$ cat src/rtl/instr_cache_refill.sv
// Instruction-cache line refill engine: fetches a missing line beat by beat,
// writes the data array, then the tag, and sweeps every tag invalid on flush.
module instr_cache_refill #(
  parameter int unsigned PADDR_WIDTH = 32,
  parameter int unsigned INDEX_WIDTH = 6,
  parameter int unsigned LINE_BEATS  = 8,
  parameter int unsigned BEAT_WIDTH  = 32,
  localparam int unsigned OFFSET_WIDTH = $clog2(LINE_BEATS * BEAT_WIDTH / 8),
  localparam int unsigned TAG_WIDTH    = PADDR_WIDTH - INDEX_WIDTH - OFFSET_WIDTH,
  localparam int unsigned BEAT_IDX     = $clog2(LINE_BEATS)
) (
  input  logic                   i_clk,
  input  logic                   i_rst_n,
  input  logic                   i_miss_valid,
  input  logic [PADDR_WIDTH-1:0] i_miss_paddr,
  output logic                   o_miss_ready,
  input  logic                   i_flush,
  output logic                   o_mem_req_valid,
  input  logic                   i_mem_req_ready,
  output logic [PADDR_WIDTH-1:0] o_mem_req_addr,
  input  logic                   i_mem_resp_valid,
  input  logic [BEAT_WIDTH-1:0]  i_mem_resp_data,
  output logic                   o_data_we,
  output logic [INDEX_WIDTH-1:0] o_data_index,
  output logic [BEAT_IDX-1:0]    o_data_beat,
  output logic [BEAT_WIDTH-1:0]  o_data_wdata,
  output logic                   o_tag_we,
  output logic [INDEX_WIDTH-1:0] o_tag_index,
  output logic [TAG_WIDTH-1:0]   o_tag_value,
  output logic                   o_tag_valid,
  output logic                   o_refill_done,
  output logic                   o_busy
);

  localparam int unsigned LINE_WIDTH = PADDR_WIDTH - OFFSET_WIDTH;

  typedef enum logic [2:0] {
    S_IDLE,
    S_REQ,
    S_FILL,
    S_TAG,
    S_FLUSH
  } state_e;

  state_e                 state_q, state_d;
  logic [LINE_WIDTH-1:0]  line_q, line_d;
  logic [BEAT_IDX-1:0]    beat_q, beat_d;
  logic [INDEX_WIDTH-1:0] sweep_q, sweep_d;
  logic [INDEX_WIDTH-1:0] line_index;
  logic [TAG_WIDTH-1:0]   line_tag;
  logic                   unused_offset;

  // Only the line address is kept; the byte offset within the line is dropped.
  assign line_index    = line_q[INDEX_WIDTH-1:0];
  assign line_tag      = line_q[LINE_WIDTH-1:INDEX_WIDTH];
  assign unused_offset = ^i_miss_paddr[OFFSET_WIDTH-1:0];

  // Reset parks the FSM in FLUSH so release starts a full invalidation sweep.
  always_ff @(posedge i_clk or negedge i_rst_n) begin
    if (!i_rst_n) begin
      state_q <= S_FLUSH;
      line_q  <= '0;
      beat_q  <= '0;
      sweep_q <= '0;
    end else begin
      state_q <= state_d;
      line_q  <= line_d;
      beat_q  <= beat_d;
      sweep_q <= sweep_d;
    end
  end

  always_comb begin
    state_d         = state_q;
    line_d          = line_q;
    beat_d          = beat_q;
    sweep_d         = sweep_q;
    o_miss_ready    = 1'b0;
    o_mem_req_valid = 1'b0;
    o_mem_req_addr  = '0;
    o_data_we       = 1'b0;
    o_data_index    = '0;
    o_data_beat     = '0;
    o_data_wdata    = '0;
    o_tag_we        = 1'b0;
    o_tag_index     = '0;
    o_tag_value     = '0;
    o_tag_valid     = 1'b0;
    o_refill_done   = 1'b0;
    o_busy          = (state_q != S_IDLE);

    unique case (state_q)
      S_IDLE: begin
        o_miss_ready = !i_flush;
        if (i_flush) begin
          state_d = S_FLUSH;
          sweep_d = '0;
        end else if (i_miss_valid) begin
          state_d = S_REQ;
          line_d  = i_miss_paddr[PADDR_WIDTH-1:OFFSET_WIDTH];
        end
      end
      S_REQ: begin
        o_mem_req_valid = 1'b1;
        o_mem_req_addr  = {line_q, OFFSET_WIDTH'(0)};
        if (i_mem_req_ready) begin
          state_d = S_FILL;
          beat_d  = '0;
        end
      end
      S_FILL: begin
        if (i_mem_resp_valid) begin
          o_data_we    = 1'b1;
          o_data_index = line_index;
          o_data_beat  = beat_q;
          o_data_wdata = i_mem_resp_data;
          beat_d       = beat_q + BEAT_IDX'(1);
          if (beat_q == BEAT_IDX'(LINE_BEATS - 1)) begin
            state_d = S_TAG;
          end
        end
      end
      // Tag goes valid only once every beat of the line is in the data array.
      S_TAG: begin
        o_tag_we      = 1'b1;
        o_tag_index   = line_index;
        o_tag_value   = line_tag;
        o_tag_valid   = 1'b1;
        o_refill_done = 1'b1;
        state_d       = S_IDLE;
      end
      S_FLUSH: begin
        o_tag_we    = 1'b1;
        o_tag_index = sweep_q;
        sweep_d     = sweep_q + INDEX_WIDTH'(1);
        if (sweep_q == '1) begin
          o_refill_done = 1'b1;
          state_d       = S_IDLE;
        end
      end
      default: state_d = S_IDLE;
    endcase

    // Outputs are forced quiet while reset is held, even though the FSM sits in FLUSH.
    if (!i_rst_n) begin
      o_miss_ready    = 1'b0;
      o_mem_req_valid = 1'b0;
      o_mem_req_addr  = '0;
      o_data_we       = 1'b0;
      o_data_index    = '0;
      o_data_beat     = '0;
      o_data_wdata    = '0;
      o_tag_we        = 1'b0;
      o_tag_index     = '0;
      o_tag_value     = '0;
      o_tag_valid     = 1'b0;
      o_refill_done   = 1'b0;
      o_busy          = 1'b0;
    end
  end

endmodule

$ cat config.mk
export PLATFORM = sky130hd
export DESIGN_NAME = instr_cache_refill
export DESIGN_NICKNAME = d
export VERILOG_FILES = /design/src/rtl/instr_cache_refill.sv
export SDC_FILE = /design/constraint.sdc
export NUM_CORES = 1
export LEC_CHECK = 0
export ABC_AREA = 1
export CAP_MARGIN = 0
export CELL_PAD_IN_SITES_DETAIL_PLACEMENT = 1
export CELL_PAD_IN_SITES_GLOBAL_PLACEMENT = 1
export CORE_MARGIN = 1
export CORE_UTILIZATION = 35
export DETAILED_ROUTE_END_ITERATION = 10
export DONT_BUFFER_PORTS = 1
export PLACE_DENSITY_LB_ADDON = 0.1
export SKIP_LAST_GASP = 1
export SYNTH_ARGS = -nofsm -noshare
export SYNTH_HDL_FRONTEND = slang
export SYNTH_SLANG_ARGS = --single-unit
$ cat constraint.sdc
create_clock -name i_clk -period 2 [get_ports i_clk]
set_clock_uncertainty 0.05 [all_clocks]
set_input_delay 0.2 -clock i_clk [delete_from_list [all_inputs] [get_ports i_clk]]
set_output_delay 0.2 -clock i_clk [all_outputs]
set_load 0.03 [all_outputs]
==> results.json <==
{
  "yosysTopAreaCell": "dfrtp_1",
  "powerDensity_nw_per_um2": 1110,
  "nets": 534,
  "final_cell_area_um2": 3450,
  "die_w_um": 85.7,
  "cp-end-kind": "primary output",
  "crit_arrival_ns": 1.65,
  "setup_violations": 0,
  "final_util_pct": 50.7,
  "drt_pass1_iterations": 4,
  "diodes": 0,
  "r2r_end": "line_q[14]",
  "maxCapViolations": 0,
  "drt_iter0_markers": 92,
  "timing.final.hold_violations": 0,
  "ys_seq_area_share_pct": 39.8,
  "cts_buffer_depth": 2,
  "routed_wl_um": 7480,
  "cp_common_cell": "nor2_4",
  "ir_drop_uv": 447,
  "synth.top_cell.area_share_pct": 38.8,
  "ant_nets": 0,
  "yosys_warnings": 0,
  "grt_max_degree": 55,
  "avgSynthCellArea_um2": 6.83,
  "path_depth": 6,
  "period_needed_ns": 1.90,
  "worstPathRequired_ns": 1.75,
  "critPathMaxStageDelay_ns": 0.42,
  "status": "complete, no violations",
  "synth.most_common_cell": "nor2_1",
  "crit_start": "state_q[0]",
  "ys_top_cells_by_count": "nor2_1, inv_1, dfrtp_1, a21oi_1, nand2_1",
  "overflow": 0,
  "max_freq_mhz": 525,
  "dieArea_um2": 7350,
  "async_flop_share_pct": 100,
  "dp_hpwl_um": 5680,
  "dpl-instance-area_um2": 3230,
  "hold_path.startpoint": "i_miss_paddr[7]",
  "rsz0062_at_grt": "true",
  "start_util_pct": 36.1,
  "maxSlewViolCount": 0,
  "drc_errors": 0,
  "io_buffers": 0,
  "wl_per_cell_um": 13.4,
  "gp_congestion": 0.780,
  "cp_cell_sequence": "nor2_4 -> nand3_2 -> nor2_4 -> inv_8 -> nor2_1 -> buf_4",
  "synth_edf_count": 0,
  "ioPinCount": 177,
  "grt_pass1_vias": 2418,
  "syn_inst": 359,
  "grt_pass1_wl_um": 11900,
  "cp_num_buf_inv": 2,
  "synthToLayoutAreaGrowth_pct": 40.4,
  "critPathCapture": "o_data_wdata[30]",
  "cts.htree.levels": 2,
  "synth_area_um2": 2450,
  "crit_family": "simple AND/OR/NAND/NOR gates",
  "cts-root-buf": "clkbuf_8",
  "min_path_type": "input port to flip-flop",
  "cts_sinks": 39,
  "critPathSlowestCell": "dfrtp_1",
  "cts_buffers": 5,
  "clk_latency_ns": 0.29,
  "criticalPathCategory": "flip-flop to primary output",
  "r2r_cells": 6,
  "slew_headroom_pct": 60.6,
  "critPathLaunchType": "flip-flop",
  "crit_fanout": 41,
  "vias": 2533,
  "period_share_pct": 95.2,
  "whs_path_depth": 2,
  "antenna_found_initial": 0,
  "r2r-start": "state_q[0]",
  "core_um2": 6790,
  "timing.reg2reg.setup_slack_ns": 0.22,
  "synth.distinct_cells": 28,
  "synth_area_leaders": "dfrtp_1, nor2_1, inv_1, a21oi_1, buf_6",
  "yosys_register_bits": 39,
  "rows": 30,
  "die_h_um": 85.7,
  "cts.clk_slew.worst_paths_ns": 0.08,
  "tightest_slew_ns": 0.591,
  "avgViaCountPerCell": 4.54,
  "cts_tree": "built",
  "track_usage_pct": 20.5,
  "power_mw": 3.84,
  "drive_above_1_share_pct": 30.3,
  "leakagePower_nw": 2.07,
  "yosys_most_used_dff": "dfrtp_1"
}
cell usage in the layout (no fill, tap or decap):
cell             n
o21ai_0         10
nand2_4          1
o22ai_2          1
nand2_2          1
dfrtp_1         38
mux2i_1          1
or2_2            1
nor3_4           1
inv_2            6
clkbuf_1         1
nand3b_1         1
buf_12           3
dfstp_2          1
nand3_2          2
inv_8            1
nand3_1          6
nand2_1         18
nand3_4          1
ha_1             3
o21a_1           1
a21oi_1         28
inv_6            1
nor2_2           1
conb_1           5
inv_1           72
nor2_4           5
nand4_1          3
a21oi_2          1
clkbuf_8         7
o22ai_1          5
nor2_1         128
buf_4          106
dlygate4sd3_1    1
xor2_1           1
state kept, by name, indices dropped and copies added, names as in the netlist:
name,count
beat_q,3
line_q,27
state_q,3
sweep_q,6
worst register-to-register path, stage by stage, from the launching register on:
cell and delay (ns):
dfrtp_1 0.42, nor2_4 0.19, nand2_2 0.10, inv_2 0.10, nand3_4 0.44, nor2_1 0.29, a21oi_1 0.06
per-layer routing:
metal  global-route usage (%)  share of wire, %  up-vias
li1                         -                 -     1258
met1                     25.5                42     1200
met2                     35.6                51       71
met3                     5.58               5.5        4
met4                     4.24              0.62        0
met5                        0                 0        -
logic make-up after synthesis:
logic type      synth area share, %
simple gates                   28.7
buf+inv                        19.1
compound gates                 9.94
flops                          39.8
fa+ha+maj                      1.53
other cells                   0.153
xor+xnor                      0.357
mux                           0.408
cell type report:
cell class              instances  area, µm²
flip-flops and latches         39        977
repair buffers                110        866
fillers                       898       3350
inverters                      80        313
multi-input cells             225       1070
well taps                      96        120
clock buffers                   8        100
worst min path at each step:
stage,to,slack (ns)
2_1_floorplan,beat_q[0],-0.15
3_3_place_gp,sweep_q[4],-0.14
3_5_place_dp,line_q[7],-0.14
4_1_cts,line_q[23],0.005
5_1_grt,line_q[8],0.006
6_report,line_q[2],0.01
power by group:
part | switching [mW] | internal (mW)
Clock | 0.276 | 0.315
Sequential | 0.155 | 1.13
Combinational | 1.34 | 0.623
Total | 1.77 | 2.07
repair_timing:
item / 4_1_cts / 5_1_grt
pin swaps: 0 / 2
hold buffers: 2 / 0
gates resized for setup: 7 / 10
hold endpoints to repair: 39 / 0
setup buffers: 0 / 3
setup endpoints to repair: 92 / 84
metrics by stage:
stage | cells | setup TNS, ns | setup slack [ns] | hold slack (ns)
2_1_floorplan | 363 | 0 | 0.0952 | -0.146
6_report | 558 | 0 | 0.0964 | 0.0137
5_1_grt | 558 | -0.0266 | -0.0136 | 0.00648
3_5_place_dp | 545 | 0 | 0.0918 | -0.144
3_3_place_gp | 545 | 0 | 0.180 | -0.144
4_1_cts | 555 | -0.0195 | -0.0150 | 0.00531
Power figures use the tool's default switching activity.
